[src/rtl/lsu_pkg.sv]
// -----------------------------------------------------------------------------
// lsu_pkg
// Shared constants and types for the multi-port load queue.
//   - LSU_* localparams : default geometry of the load queue and its neighbours
//   - ptr_width()       : width of a circular-buffer pointer incl. wrap bit
//   - load_queue_entry_t: per-entry state visible on the load_queue_entries port
// The entry layout is built from LSU_XLEN, LSU_ROB_TAG_WIDTH and LSU_STQ_SIZE;
// change those here when retargeting the address/tag/store-queue widths.
// -----------------------------------------------------------------------------
package lsu_pkg;

  localparam int LSU_XLEN          = 32;
  localparam int LSU_ROB_TAG_WIDTH = 6;
  localparam int LSU_LDQ_SIZE      = 16;
  localparam int LSU_STQ_SIZE      = 16;
  localparam int LSU_NUM_AGU       = 2;
  localparam int LSU_COMMIT_WIDTH  = 2;

  // Index bits plus one wrap bit, so full and empty are distinguishable.
  function automatic int ptr_width(input int depth);
    return $clog2(depth) + 1;
  endfunction

  localparam int LDQ_IDX_W = $clog2(LSU_LDQ_SIZE);
  localparam int LDQ_PTR_W = ptr_width(LSU_LDQ_SIZE);
  localparam int STQ_IDX_W = $clog2(LSU_STQ_SIZE);

  typedef struct packed {
    logic                         valid;
    logic [LSU_ROB_TAG_WIDTH-1:0] rob_tag;
    logic [LSU_XLEN-1:0]          address;
    logic                         address_valid;
    logic                         executed;
    logic                         succeeded;
    logic                         committed;
    logic                         order_fail;
    logic [LSU_STQ_SIZE-1:0]      store_mask;
  } load_queue_entry_t;

endpackage

[src/rtl/load_queue_mp_if.sv]
// -----------------------------------------------------------------------------
// load_queue_mp_if
// Bundles every load-queue signal except clk/reset.
//   master : dispatch / AGU / ROB / store-queue side (drives requests, sees state)
//   slave  : the load queue itself
// Requests : alloc_*, agu_address_*, load_executed*, load_succeeded*,
//            rob_commit*, store_addr*, store_retire*, flush*
// State    : alloc_ready, order_failures, load_queue_entries, head, tail,
//            full, empty
// -----------------------------------------------------------------------------
interface load_queue_mp_if
  import lsu_pkg::*;
#(
  parameter int XLEN          = LSU_XLEN,
  parameter int ROB_TAG_WIDTH = LSU_ROB_TAG_WIDTH,
  parameter int LDQ_SIZE      = LSU_LDQ_SIZE,
  parameter int STQ_SIZE      = LSU_STQ_SIZE,
  parameter int NUM_AGU       = LSU_NUM_AGU,
  parameter int COMMIT_WIDTH  = LSU_COMMIT_WIDTH
) ();

  localparam int PTR_W   = ptr_width(LDQ_SIZE);
  localparam int STQ_I_W = $clog2(STQ_SIZE);

  // Allocation from dispatch
  logic                              alloc_ldq_entry;
  logic [ROB_TAG_WIDTH-1:0]          rob_tag_in;
  logic [STQ_SIZE-1:0]               store_mask;
  logic                              alloc_ready;
  // Address writeback from the AGUs
  logic [NUM_AGU-1:0]                agu_address_valid;
  logic [NUM_AGU*XLEN-1:0]           agu_address_data;
  logic [NUM_AGU*ROB_TAG_WIDTH-1:0]  agu_address_rob_tag;
  // Execution status
  logic                              load_executed;
  logic [ROB_TAG_WIDTH-1:0]          load_executed_rob_tag;
  logic                              load_succeeded;
  logic [ROB_TAG_WIDTH-1:0]          load_succeeded_rob_tag;
  // ROB commit
  logic [COMMIT_WIDTH-1:0]           rob_commit;
  logic [COMMIT_WIDTH*ROB_TAG_WIDTH-1:0] rob_commit_tag;
  // Store queue
  logic                              store_addr_valid;
  logic [XLEN-1:0]                   store_addr;
  logic [STQ_I_W-1:0]                store_stq_idx;
  logic                              store_retire;
  logic [STQ_I_W-1:0]                store_retire_idx;
  // Branch flush
  logic                              flush;
  logic [PTR_W-1:0]                  flush_tail;
  // Queue state
  logic [LDQ_SIZE-1:0]               order_failures;
  load_queue_entry_t [LDQ_SIZE-1:0]  load_queue_entries;
  logic [PTR_W-1:0]                  head;
  logic [PTR_W-1:0]                  tail;
  logic                              full;
  logic                              empty;

  modport master (
    output alloc_ldq_entry, rob_tag_in, store_mask,
    output agu_address_valid, agu_address_data, agu_address_rob_tag,
    output load_executed, load_executed_rob_tag,
    output load_succeeded, load_succeeded_rob_tag,
    output rob_commit, rob_commit_tag,
    output store_addr_valid, store_addr, store_stq_idx,
    output store_retire, store_retire_idx,
    output flush, flush_tail,
    input  alloc_ready, order_failures, load_queue_entries,
    input  head, tail, full, empty
  );

  modport slave (
    input  alloc_ldq_entry, rob_tag_in, store_mask,
    input  agu_address_valid, agu_address_data, agu_address_rob_tag,
    input  load_executed, load_executed_rob_tag,
    input  load_succeeded, load_succeeded_rob_tag,
    input  rob_commit, rob_commit_tag,
    input  store_addr_valid, store_addr, store_stq_idx,
    input  store_retire, store_retire_idx,
    input  flush, flush_tail,
    output alloc_ready, order_failures, load_queue_entries,
    output head, tail, full, empty
  );

endinterface

[src/rtl/ldq_tag_match.sv]
// -----------------------------------------------------------------------------
// ldq_tag_match
// Compares one ROB tag against every load-queue entry.
//   en_i    : request valid; no bits set when low
//   tag_i   : tag to look up
//   valid_i : per-entry valid bits
//   tags_i  : per-entry tags, entry i at [i*TAG_W +: TAG_W]
//   match_o : per-entry hit (one-hot while live tags are unique)
// -----------------------------------------------------------------------------
module ldq_tag_match #(
  parameter int N     = 16,
  parameter int TAG_W = 6
) (
  input  logic               en_i,
  input  logic [TAG_W-1:0]   tag_i,
  input  logic [N-1:0]       valid_i,
  input  logic [N*TAG_W-1:0] tags_i,
  output logic [N-1:0]       match_o
);

  always_comb begin
    for (int i = 0; i < N; i++) begin
      match_o[i] = en_i && valid_i[i] && (tags_i[i*TAG_W +: TAG_W] == tag_i);
    end
  end

endmodule

[src/rtl/load_queue_mp.sv]
// -----------------------------------------------------------------------------
// load_queue_mp
// Circular load queue tracking in-flight loads by ROB tag: address, executed,
// succeeded, committed and memory-order-failure state per entry.
//   clk   : clock
//   reset : synchronous, active-high; clears all entries and pointers
//   lq    : load_queue_mp_if.slave
//           - alloc at tail (dropped while full or during a flush)
//           - NUM_AGU address writebacks, lowest port wins on a shared entry
//           - executed / succeeded / COMMIT_WIDTH commit tag updates
//           - up to COMMIT_WIDTH in-order dequeues per cycle from head
//           - store-address order check and store-retire mask clearing
//           - branch flush rolling the tail back to flush_tail
// Per-entry priority each cycle:
//   reset > flush-invalidate > dequeue-clear > alloc > field updates
// -----------------------------------------------------------------------------
module load_queue_mp
  import lsu_pkg::*;
#(
  parameter int XLEN          = LSU_XLEN,
  parameter int ROB_TAG_WIDTH = LSU_ROB_TAG_WIDTH,
  parameter int LDQ_SIZE      = LSU_LDQ_SIZE,
  parameter int STQ_SIZE      = LSU_STQ_SIZE,
  parameter int NUM_AGU       = LSU_NUM_AGU,
  parameter int COMMIT_WIDTH  = LSU_COMMIT_WIDTH
) (
  input logic            clk,
  input logic            reset,
  load_queue_mp_if.slave lq
);

  localparam int IDX_W = $clog2(LDQ_SIZE);
  localparam int PTR_W = ptr_width(LDQ_SIZE);

  load_queue_entry_t [LDQ_SIZE-1:0] entries_q, entries_d;
  logic [PTR_W-1:0]                 head_q, head_d;
  logic [PTR_W-1:0]                 tail_q, tail_d;

  logic [IDX_W-1:0]           head_idx, tail_idx;
  logic                       full, empty, do_alloc;
  logic [LDQ_SIZE-1:0]        valid_vec;
  logic [LDQ_SIZE*ROB_TAG_WIDTH-1:0] tag_vec;

  logic [LDQ_SIZE-1:0]        agu_hit    [NUM_AGU];
  logic [LDQ_SIZE-1:0]        commit_hit [COMMIT_WIDTH];
  logic [LDQ_SIZE-1:0]        commit_any;
  logic [LDQ_SIZE-1:0]        exec_hit, succ_hit;

  logic [STQ_SIZE-1:0]        retire_mask;
  logic [LDQ_SIZE-1:0]        deq_mask;
  logic [PTR_W-1:0]           deq_count;
  logic [LDQ_SIZE-1:0]        flush_mask;
  logic [PTR_W-1:0]           flush_cnt;
  logic [IDX_W-1:0]           flush_off [LDQ_SIZE];

  // The low two address bits never take part in the word compare.
  logic unused_store_addr_lo;
  assign unused_store_addr_lo = ^lq.store_addr[1:0];

  // ---------------------------------------------------------------------------
  // Occupancy
  // ---------------------------------------------------------------------------
  assign head_idx = head_q[IDX_W-1:0];
  assign tail_idx = tail_q[IDX_W-1:0];
  assign full     = (head_idx == tail_idx) && (head_q[IDX_W] != tail_q[IDX_W]);
  assign empty    = (head_q == tail_q);
  assign do_alloc = lq.alloc_ldq_entry && !full && !lq.flush;

  // ---------------------------------------------------------------------------
  // Tag lookups against registered entry state
  // ---------------------------------------------------------------------------
  always_comb begin
    for (int i = 0; i < LDQ_SIZE; i++) begin
      valid_vec[i] = entries_q[i].valid;
      tag_vec[i*ROB_TAG_WIDTH +: ROB_TAG_WIDTH] = entries_q[i].rob_tag;
    end
  end

  for (genvar p = 0; p < NUM_AGU; p++) begin : g_agu_match
    ldq_tag_match #(.N(LDQ_SIZE), .TAG_W(ROB_TAG_WIDTH)) u_match (
      .en_i    (lq.agu_address_valid[p]),
      .tag_i   (lq.agu_address_rob_tag[p*ROB_TAG_WIDTH +: ROB_TAG_WIDTH]),
      .valid_i (valid_vec),
      .tags_i  (tag_vec),
      .match_o (agu_hit[p])
    );
  end

  for (genvar c = 0; c < COMMIT_WIDTH; c++) begin : g_commit_match
    ldq_tag_match #(.N(LDQ_SIZE), .TAG_W(ROB_TAG_WIDTH)) u_match (
      .en_i    (lq.rob_commit[c]),
      .tag_i   (lq.rob_commit_tag[c*ROB_TAG_WIDTH +: ROB_TAG_WIDTH]),
      .valid_i (valid_vec),
      .tags_i  (tag_vec),
      .match_o (commit_hit[c])
    );
  end

  ldq_tag_match #(.N(LDQ_SIZE), .TAG_W(ROB_TAG_WIDTH)) u_exec_match (
    .en_i    (lq.load_executed),
    .tag_i   (lq.load_executed_rob_tag),
    .valid_i (valid_vec),
    .tags_i  (tag_vec),
    .match_o (exec_hit)
  );

  ldq_tag_match #(.N(LDQ_SIZE), .TAG_W(ROB_TAG_WIDTH)) u_succ_match (
    .en_i    (lq.load_succeeded),
    .tag_i   (lq.load_succeeded_rob_tag),
    .valid_i (valid_vec),
    .tags_i  (tag_vec),
    .match_o (succ_hit)
  );

  // ---------------------------------------------------------------------------
  // Dequeue run and flush range
  // ---------------------------------------------------------------------------
  // NOTE: every combinationally assigned signal gets a default at the top of
  // its always_comb block so no path leaves it unassigned and infers a latch.
  always_comb begin
    logic run;
    commit_any  = '0;
    retire_mask = '0;
    deq_mask    = '0;
    deq_count   = '0;
    run         = 1'b1;

    for (int c = 0; c < COMMIT_WIDTH; c++) commit_any |= commit_hit[c];

    if (lq.store_retire) retire_mask[lq.store_retire_idx] = 1'b1;

    // Only an unbroken run of committed entries starting at head may leave.
    for (int k = 0; k < COMMIT_WIDTH; k++) begin
      if (run && entries_q[head_idx + IDX_W'(k)].valid &&
          entries_q[head_idx + IDX_W'(k)].committed) begin
        deq_mask[head_idx + IDX_W'(k)] = 1'b1;
        deq_count = deq_count + PTR_W'(1);
      end else begin
        run = 1'b0;
      end
    end
  end

  // Entries at circular offset [0, tail - flush_tail) from flush_tail are
  // younger than the mispredicted branch.
  always_comb begin
    flush_cnt = tail_q - lq.flush_tail;
    for (int i = 0; i < LDQ_SIZE; i++) begin
      flush_off[i]  = IDX_W'(i) - lq.flush_tail[IDX_W-1:0];
      flush_mask[i] = lq.flush && ({1'b0, flush_off[i]} < flush_cnt);
    end
  end

  // ---------------------------------------------------------------------------
  // Next-state: applied lowest priority first so later steps override
  // ---------------------------------------------------------------------------
  always_comb begin
    entries_d = entries_q;

    for (int i = 0; i < LDQ_SIZE; i++) begin
      // Descending so the lowest-numbered AGU port is written last and wins.
      for (int p = NUM_AGU-1; p >= 0; p--) begin
        if (agu_hit[p][i]) begin
          entries_d[i].address       = lq.agu_address_data[p*XLEN +: XLEN];
          entries_d[i].address_valid = 1'b1;
        end
      end
      if (exec_hit[i])   entries_d[i].executed  = 1'b1;
      if (succ_hit[i])   entries_d[i].succeeded = 1'b1;
      if (commit_any[i]) entries_d[i].committed = 1'b1;

      // Registered executed/address only: a load executing this cycle has not
      // read memory yet, so it cannot have bypassed this store.
      if (lq.store_addr_valid && entries_q[i].valid &&
          entries_q[i].store_mask[lq.store_stq_idx] &&
          entries_q[i].address_valid && entries_q[i].executed &&
          (entries_q[i].address[XLEN-1:2] == lq.store_addr[XLEN-1:2])) begin
        entries_d[i].order_fail = 1'b1;
      end

      entries_d[i].store_mask = entries_d[i].store_mask & ~retire_mask;
    end

    if (do_alloc) begin
      entries_d[tail_idx]            = '0;
      entries_d[tail_idx].valid      = 1'b1;
      entries_d[tail_idx].rob_tag    = lq.rob_tag_in;
      entries_d[tail_idx].store_mask = lq.store_mask & ~retire_mask;
    end

    for (int i = 0; i < LDQ_SIZE; i++) begin
      if (deq_mask[i])   entries_d[i] = '0;
      if (flush_mask[i]) entries_d[i] = '0;
    end

    head_d = head_q + deq_count;
    tail_d = lq.flush ? lq.flush_tail : tail_q + PTR_W'(do_alloc);
  end

  // ---------------------------------------------------------------------------
  // State registers
  // ---------------------------------------------------------------------------
  // NOTE: state is assigned with non-blocking <= so every register samples
  // the pre-edge values and the update order inside the block does not matter.
  always_ff @(posedge clk) begin
    if (reset) begin
      // NOTE: the entry array is reset in full, not treated as uninitialised
      // storage, because every field is visible on the ports and the valid
      // bits drive the tag matchers from the first cycle.
      entries_q <= '0;
      head_q    <= '0;
      tail_q    <= '0;
    end else begin
      entries_q <= entries_d;
      head_q    <= head_d;
      tail_q    <= tail_d;
    end
  end

  // ---------------------------------------------------------------------------
  // Outputs
  // ---------------------------------------------------------------------------
  always_comb begin
    for (int i = 0; i < LDQ_SIZE; i++) lq.order_failures[i] = entries_q[i].order_fail;
  end

  assign lq.load_queue_entries = entries_q;
  assign lq.head               = head_q;
  assign lq.tail               = tail_q;
  assign lq.full               = full;
  assign lq.empty              = empty;
  assign lq.alloc_ready        = !full;

endmodule

[src/flat_wrapper.sv]
// flat-port wrapper written by rule: the top's interface ports become plain ports
module load_queue_mp_flat import lsu_pkg::*;
#(
  parameter int XLEN          = LSU_XLEN,
  parameter int ROB_TAG_WIDTH = LSU_ROB_TAG_WIDTH,
  parameter int LDQ_SIZE      = LSU_LDQ_SIZE,
  parameter int STQ_SIZE      = LSU_STQ_SIZE,
  parameter int NUM_AGU       = LSU_NUM_AGU,
  parameter int COMMIT_WIDTH  = LSU_COMMIT_WIDTH
)
  (clk, reset, lq_alloc_ldq_entry, lq_rob_tag_in, lq_store_mask, lq_agu_address_valid, lq_agu_address_data, lq_agu_address_rob_tag, lq_load_executed, lq_load_executed_rob_tag, lq_load_succeeded, lq_load_succeeded_rob_tag, lq_rob_commit, lq_rob_commit_tag, lq_store_addr_valid, lq_store_addr, lq_store_stq_idx, lq_store_retire, lq_store_retire_idx, lq_flush, lq_flush_tail, lq_alloc_ready, lq_order_failures, lq_load_queue_entries, lq_head, lq_tail, lq_full, lq_empty);
  load_queue_mp_if #(.XLEN(XLEN), .ROB_TAG_WIDTH(ROB_TAG_WIDTH), .LDQ_SIZE(LDQ_SIZE), .STQ_SIZE(STQ_SIZE), .NUM_AGU(NUM_AGU), .COMMIT_WIDTH(COMMIT_WIDTH)) lq_i ();
  input logic clk;
  input logic reset;
  input wire logic [$bits(lq_i.alloc_ldq_entry)-1:0] lq_alloc_ldq_entry;
  input wire logic [$bits(lq_i.rob_tag_in)-1:0] lq_rob_tag_in;
  input wire logic [$bits(lq_i.store_mask)-1:0] lq_store_mask;
  input wire logic [$bits(lq_i.agu_address_valid)-1:0] lq_agu_address_valid;
  input wire logic [$bits(lq_i.agu_address_data)-1:0] lq_agu_address_data;
  input wire logic [$bits(lq_i.agu_address_rob_tag)-1:0] lq_agu_address_rob_tag;
  input wire logic [$bits(lq_i.load_executed)-1:0] lq_load_executed;
  input wire logic [$bits(lq_i.load_executed_rob_tag)-1:0] lq_load_executed_rob_tag;
  input wire logic [$bits(lq_i.load_succeeded)-1:0] lq_load_succeeded;
  input wire logic [$bits(lq_i.load_succeeded_rob_tag)-1:0] lq_load_succeeded_rob_tag;
  input wire logic [$bits(lq_i.rob_commit)-1:0] lq_rob_commit;
  input wire logic [$bits(lq_i.rob_commit_tag)-1:0] lq_rob_commit_tag;
  input wire logic [$bits(lq_i.store_addr_valid)-1:0] lq_store_addr_valid;
  input wire logic [$bits(lq_i.store_addr)-1:0] lq_store_addr;
  input wire logic [$bits(lq_i.store_stq_idx)-1:0] lq_store_stq_idx;
  input wire logic [$bits(lq_i.store_retire)-1:0] lq_store_retire;
  input wire logic [$bits(lq_i.store_retire_idx)-1:0] lq_store_retire_idx;
  input wire logic [$bits(lq_i.flush)-1:0] lq_flush;
  input wire logic [$bits(lq_i.flush_tail)-1:0] lq_flush_tail;
  output wire logic [$bits(lq_i.alloc_ready)-1:0] lq_alloc_ready;
  output wire logic [$bits(lq_i.order_failures)-1:0] lq_order_failures;
  output wire logic [$bits(lq_i.load_queue_entries)-1:0] lq_load_queue_entries;
  output wire logic [$bits(lq_i.head)-1:0] lq_head;
  output wire logic [$bits(lq_i.tail)-1:0] lq_tail;
  output wire logic [$bits(lq_i.full)-1:0] lq_full;
  output wire logic [$bits(lq_i.empty)-1:0] lq_empty;
  assign lq_i.alloc_ldq_entry = lq_alloc_ldq_entry;
  assign lq_i.rob_tag_in = lq_rob_tag_in;
  assign lq_i.store_mask = lq_store_mask;
  assign lq_i.agu_address_valid = lq_agu_address_valid;
  assign lq_i.agu_address_data = lq_agu_address_data;
  assign lq_i.agu_address_rob_tag = lq_agu_address_rob_tag;
  assign lq_i.load_executed = lq_load_executed;
  assign lq_i.load_executed_rob_tag = lq_load_executed_rob_tag;
  assign lq_i.load_succeeded = lq_load_succeeded;
  assign lq_i.load_succeeded_rob_tag = lq_load_succeeded_rob_tag;
  assign lq_i.rob_commit = lq_rob_commit;
  assign lq_i.rob_commit_tag = lq_rob_commit_tag;
  assign lq_i.store_addr_valid = lq_store_addr_valid;
  assign lq_i.store_addr = lq_store_addr;
  assign lq_i.store_stq_idx = lq_store_stq_idx;
  assign lq_i.store_retire = lq_store_retire;
  assign lq_i.store_retire_idx = lq_store_retire_idx;
  assign lq_i.flush = lq_flush;
  assign lq_i.flush_tail = lq_flush_tail;
  assign lq_alloc_ready = lq_i.alloc_ready;
  assign lq_order_failures = lq_i.order_failures;
  assign lq_load_queue_entries = lq_i.load_queue_entries;
  assign lq_head = lq_i.head;
  assign lq_tail = lq_i.tail;
  assign lq_full = lq_i.full;
  assign lq_empty = lq_i.empty;
  load_queue_mp #(.XLEN(XLEN), .ROB_TAG_WIDTH(ROB_TAG_WIDTH), .LDQ_SIZE(LDQ_SIZE), .STQ_SIZE(STQ_SIZE), .NUM_AGU(NUM_AGU), .COMMIT_WIDTH(COMMIT_WIDTH)) u_core (.clk(clk), .reset(reset), .lq(lq_i));
endmodule
[config.mk]
export PLATFORM = sky130hd
export DESIGN_NAME = load_queue_mp_flat
export DESIGN_NICKNAME = d
export VERILOG_FILES = /design/src/rtl/lsu_pkg.sv /design/src/rtl/load_queue_mp_if.sv /design/src/rtl/ldq_tag_match.sv /design/src/rtl/load_queue_mp.sv /design/src/flat_wrapper.sv
export SDC_FILE = /design/constraint.sdc
export NUM_CORES = 2
export LEC_CHECK = 0
export BUFFER_PORTS_ARGS = -buffer_cell sky130_fd_sc_hd__buf_2
export CAP_MARGIN = 20
export CORE_AREA = 4 4 457 459
export CTS_CLUSTER_DIAMETER = 100
export CTS_CLUSTER_SIZE = 12
export DETAILED_ROUTE_END_ITERATION = 10
export DIE_AREA = 0 0 461 463
export MAX_ROUTING_LAYER = met4
export PLACE_DENSITY_LB_ADDON = 0.1
export SYNTH_ARGS = -nofsm -noshare
export SYNTH_HDL_FRONTEND = slang
export SYNTH_SLANG_ARGS = --single-unit
[constraint.sdc]
create_clock -name clk -period 11.33 [get_ports clk]
set_input_delay 1.133 -clock clk [delete_from_list [all_inputs] [get_ports clk]]
set_output_delay 1.133 -clock clk [all_outputs]
set_load 0.005 [all_outputs]
==> impl_metrics.csv <==
group,metric,value,unit
floorplan,die-area,213400,um2
final_layout,mostFrequentLayoutCells,"buf_2 (1,164), dfxtp_1 (970), mux2i_1 (763)",
critical_path,critPathKind,"input pin to flop",
worst_hold_path,hp-class,"flop to flop",
sta,skew,59.87,ps
critical_path,end_kind,"flop",
route,via_count,55090,
clocking,cts_max_level,3,
placement,numPortBuffers,1165,
sta,whs,479.2,ps
sta,rsz0062_at_grt,"false",
floorplan,die_h,463,um
final_layout,nFillCells,21590,
floorplan,core_area,204400,um2
final_layout,finalNonFillerCells,9738,
global_routing,overflow,0,
synth,synth_warnings,0,
critical_path,path_max_fanout,37,
synth,synth_fp_nets,6539,
placement,globalplace.congestion,0.9445,
critical_path,cp_cell_sequence,"buf_2 -> clkinv_1 -> nand2_1 -> o21bai_2 -> buf_4 -> or3_1 -> nand2b_2 -> nand3_2 -> buf_4 -> a211oi_1",
final_layout,nNetsFinal,7231,
flow_run,maxCapViolCount,0,
global_routing,antenna_found_initial,22,
sta,min_period,4445,ps
floorplan,io_pins,1168,
placement,dp_hpwl,270200,um
clocking,cts-resized-gates,0,
route,wirelength,379100,um
power_and_ir_drop,p_leak,30.21,nW
clocking,clk_path_buf_depth,3,
clocking,cts_made_buffers,94,
route,ant_nets,0,
synth,synth_edf_count,0,
route,via_per_inst,5.657,
sta,tightestPinTransition,1229,ps
sta,hold_violations,0,
route,drt_iter0_markers,6345,
floorplan,fp.dieW,461,um
sta,finalSetupViolations,0,
clocking,post_cts_buffers,0,
floorplan,fp-row-count,166,
final_layout,drive_gt1_share,23.26,%
clocking,cts_hold_buf,0,
critical_path,startpoint_type,"input pin",
critical_path,crit_slowest_cell,"nand2b_2",
synth,asyncSetResetFlopFracSynth,0,%
sta,tns,0,ps
critical_path,cp.required,12010,ps
synth,ys.flop_type,"dfxtp_1",
placement,placedCellCount,9612,
synth,synthDistinctLibCells,79,
synth,avgSynthCellArea,8.909,um2
synth,ys_seq_area_share,34.43,%
final_layout,layout_commonest_cell,"buf_2",
clocking,cts-root-buf,"clkbuf_16",
critical_path,critPathMostFrequentCell,"buf_4",
floorplan,initial_utilization,27.59,%
global_routing,grt_use_total,34.96,%
sta,finalMaxSlewViolations,0,
critical_path,max_stage_delay,990,ps
synth,ys_ff_latch,970,
synth,syn_inst,6330,
sta,slew_headroom,17.32,%
sta,max_freq,0.2250,GHz
global_routing,grt_max_degree,66,
clocking,cts_tree,"built",
clocking,clock_sinks,970,
synth,synth_area,56400,um2
clocking,clk_pin_slew,70,ps
clocking,insertion_delay,800,ps
route,route.detailed.drc,0,
sta,fin_crit_sh,39.24,%
route,wl_per_cell,38.92,um
power_and_ir_drop,ir_worst_vdd,127.3,uV
final_layout,area_growth,18.19,%
route,drt_pre_antenna_iters,5,
global_routing,grt_pass1_vias,51140,
run_status,status,"finished, final reports clean",
global_routing,grt_pass1_wl,498300,um
critical_path,crit_arrival,5130,ps
power_and_ir_drop,power_density,116.4,nW/um2
kinds of logic after synthesis:
group	Yosys count	synth area share, %
xor gates and xnor gates	1085	16.85
buffers and inverters	805	6.090
adders and majority gates	36	0.8009
DFF	970	34.43
AOI/OAI and AO/OA	835	10.52
and+or+nand+nor	1755	14.62
muxes	844	16.68
metrics by stage:
step / power [mW] / utilization [%] / cell area [um2] / setup WS (ps)
floorplan: 4.120 / - / 56400 / 7387
global placement: 4.645 / 31.28 / 63920 / 5601
detailed placement: 4.650 / 31.29 / 63950 / 5474
CTS: 7.779 / 32.58 / 66580 / 6325
global route: 7.927 / 32.61 / 66640 / 6614
finish: 7.756 / 32.61 / 66660 / 6885
path summary, 6_finish.rpt:
| check | from | end | slack [ps] | cells past startpoint |
|---|---|---|---|---|
| setup / recovery | lq_flush | u_core.lq.load_queue_entries[93]$_SDFF_PP0_ | 6880 | 10 |
| hold / removal | u_core.lq.load_queue_entries[440]$_SDFF_PP0_ | u_core.lq.load_queue_entries[440]$_SDFF_PP0_ | 480 | 2 |
| setup reg to reg | u_core.lq.head[3]$_SDFF_PP0_ | u_core.lq.load_queue_entries[93]$_SDFF_PP0_ | 7000 | 9 |
| hold reg to reg | u_core.lq.load_queue_entries[440]$_SDFF_PP0_ | u_core.lq.load_queue_entries[440]$_SDFF_PP0_ | 480 | 2 |
layer usage:
metal,global-route usage [%],routed length [um],up-vias,share of wire (%)
li1,-,-,23400,-
met1,43.42,153000,27950,40
met2,51.26,162600,3031,43
met3,9.070,35930,710,9.5
met4,19.82,27550,0,7.3
met5,-,0,-,0
synthesized netlist by cell type (4+ instances only):
library cell | n | area share [%]
nor2_1 | 751 | 5.0
inv_1 | 52 | 0.35
nand3_2 | 8 | 0.14
xnor2_1 | 574 | 8.9
and3_1 | 5 | 0.055
xor2_1 | 511 | 7.9
clkbuf_1 | 462 | 3.1
a41oi_1 | 46 | 0.71
nor3_1 | 364 | 3.2
mux4_2 | 76 | 3.0
maj3_1 | 5 | 0.089
mux2_2 | 5 | 0.10
dfxtp_1 | 970 | 34
buf_4 | 39 | 0.52
o21ai_0 | 75 | 0.67
nand2_1 | 166 | 1.1
ha_1 | 28 | 0.62
o211ai_1 | 4 | 0.053
o21a_1 | 4 | 0.053
buf_1 | 110 | 0.73
nor3_2 | 16 | 0.28
a211oi_1 | 433 | 5.8
a31oi_1 | 21 | 0.23
buf_2 | 123 | 1.1
nand3_1 | 136 | 1.2
nor4_1 | 112 | 1.2
nor2b_1 | 16 | 0.18
a21oi_1 | 179 | 1.6
mux2i_1 | 763 | 14
nand4_1 | 136 | 1.5
nand2b_1 | 14 | 0.16
buf_6 | 15 | 0.30
nand3b_1 | 5 | 0.067
a211oi_2 | 26 | 0.58
a21o_1 | 8 | 0.11
registers in the layout, indices dropped and copies added, names as in the netlist, named ones only:
signal                        count
u_core.lq.head                    5
u_core.lq.tail                    5
u_core.lq.load_queue_entries    864
cell type report:
cell class                      count  area (um2)  share of cell area [%]
Tap cell                         2688        3363                   5.046
Antenna cell                       12       30.03                 0.04505
Inverter                           56       210.2                  0.3154
Multi-Input combinational cell   4555       33770                   50.66
Sequential cell                   970       19420                   29.13
Clock inverter                     12       190.2                  0.2853
Timing Repair Buffer             1345        7237                   10.86
Clock buffer                      100        2436                   3.655
power by group:
| part | switching (mW) | internal (mW) |
|---|---|---|
| combinational | 0.914 | 0.264 |
| sequential | 0.0168 | 3.42 |
| clock | 1.61 | 1.53 |
worst max-delay path, delay by kind of cell:
family                 cells  cell delay (ps)
and+or+nand+nor            4             1820
AOI/OAI and AO/OA          2              470
buffers and inverters      4             1560
Power figures use the tool's default switching activity.
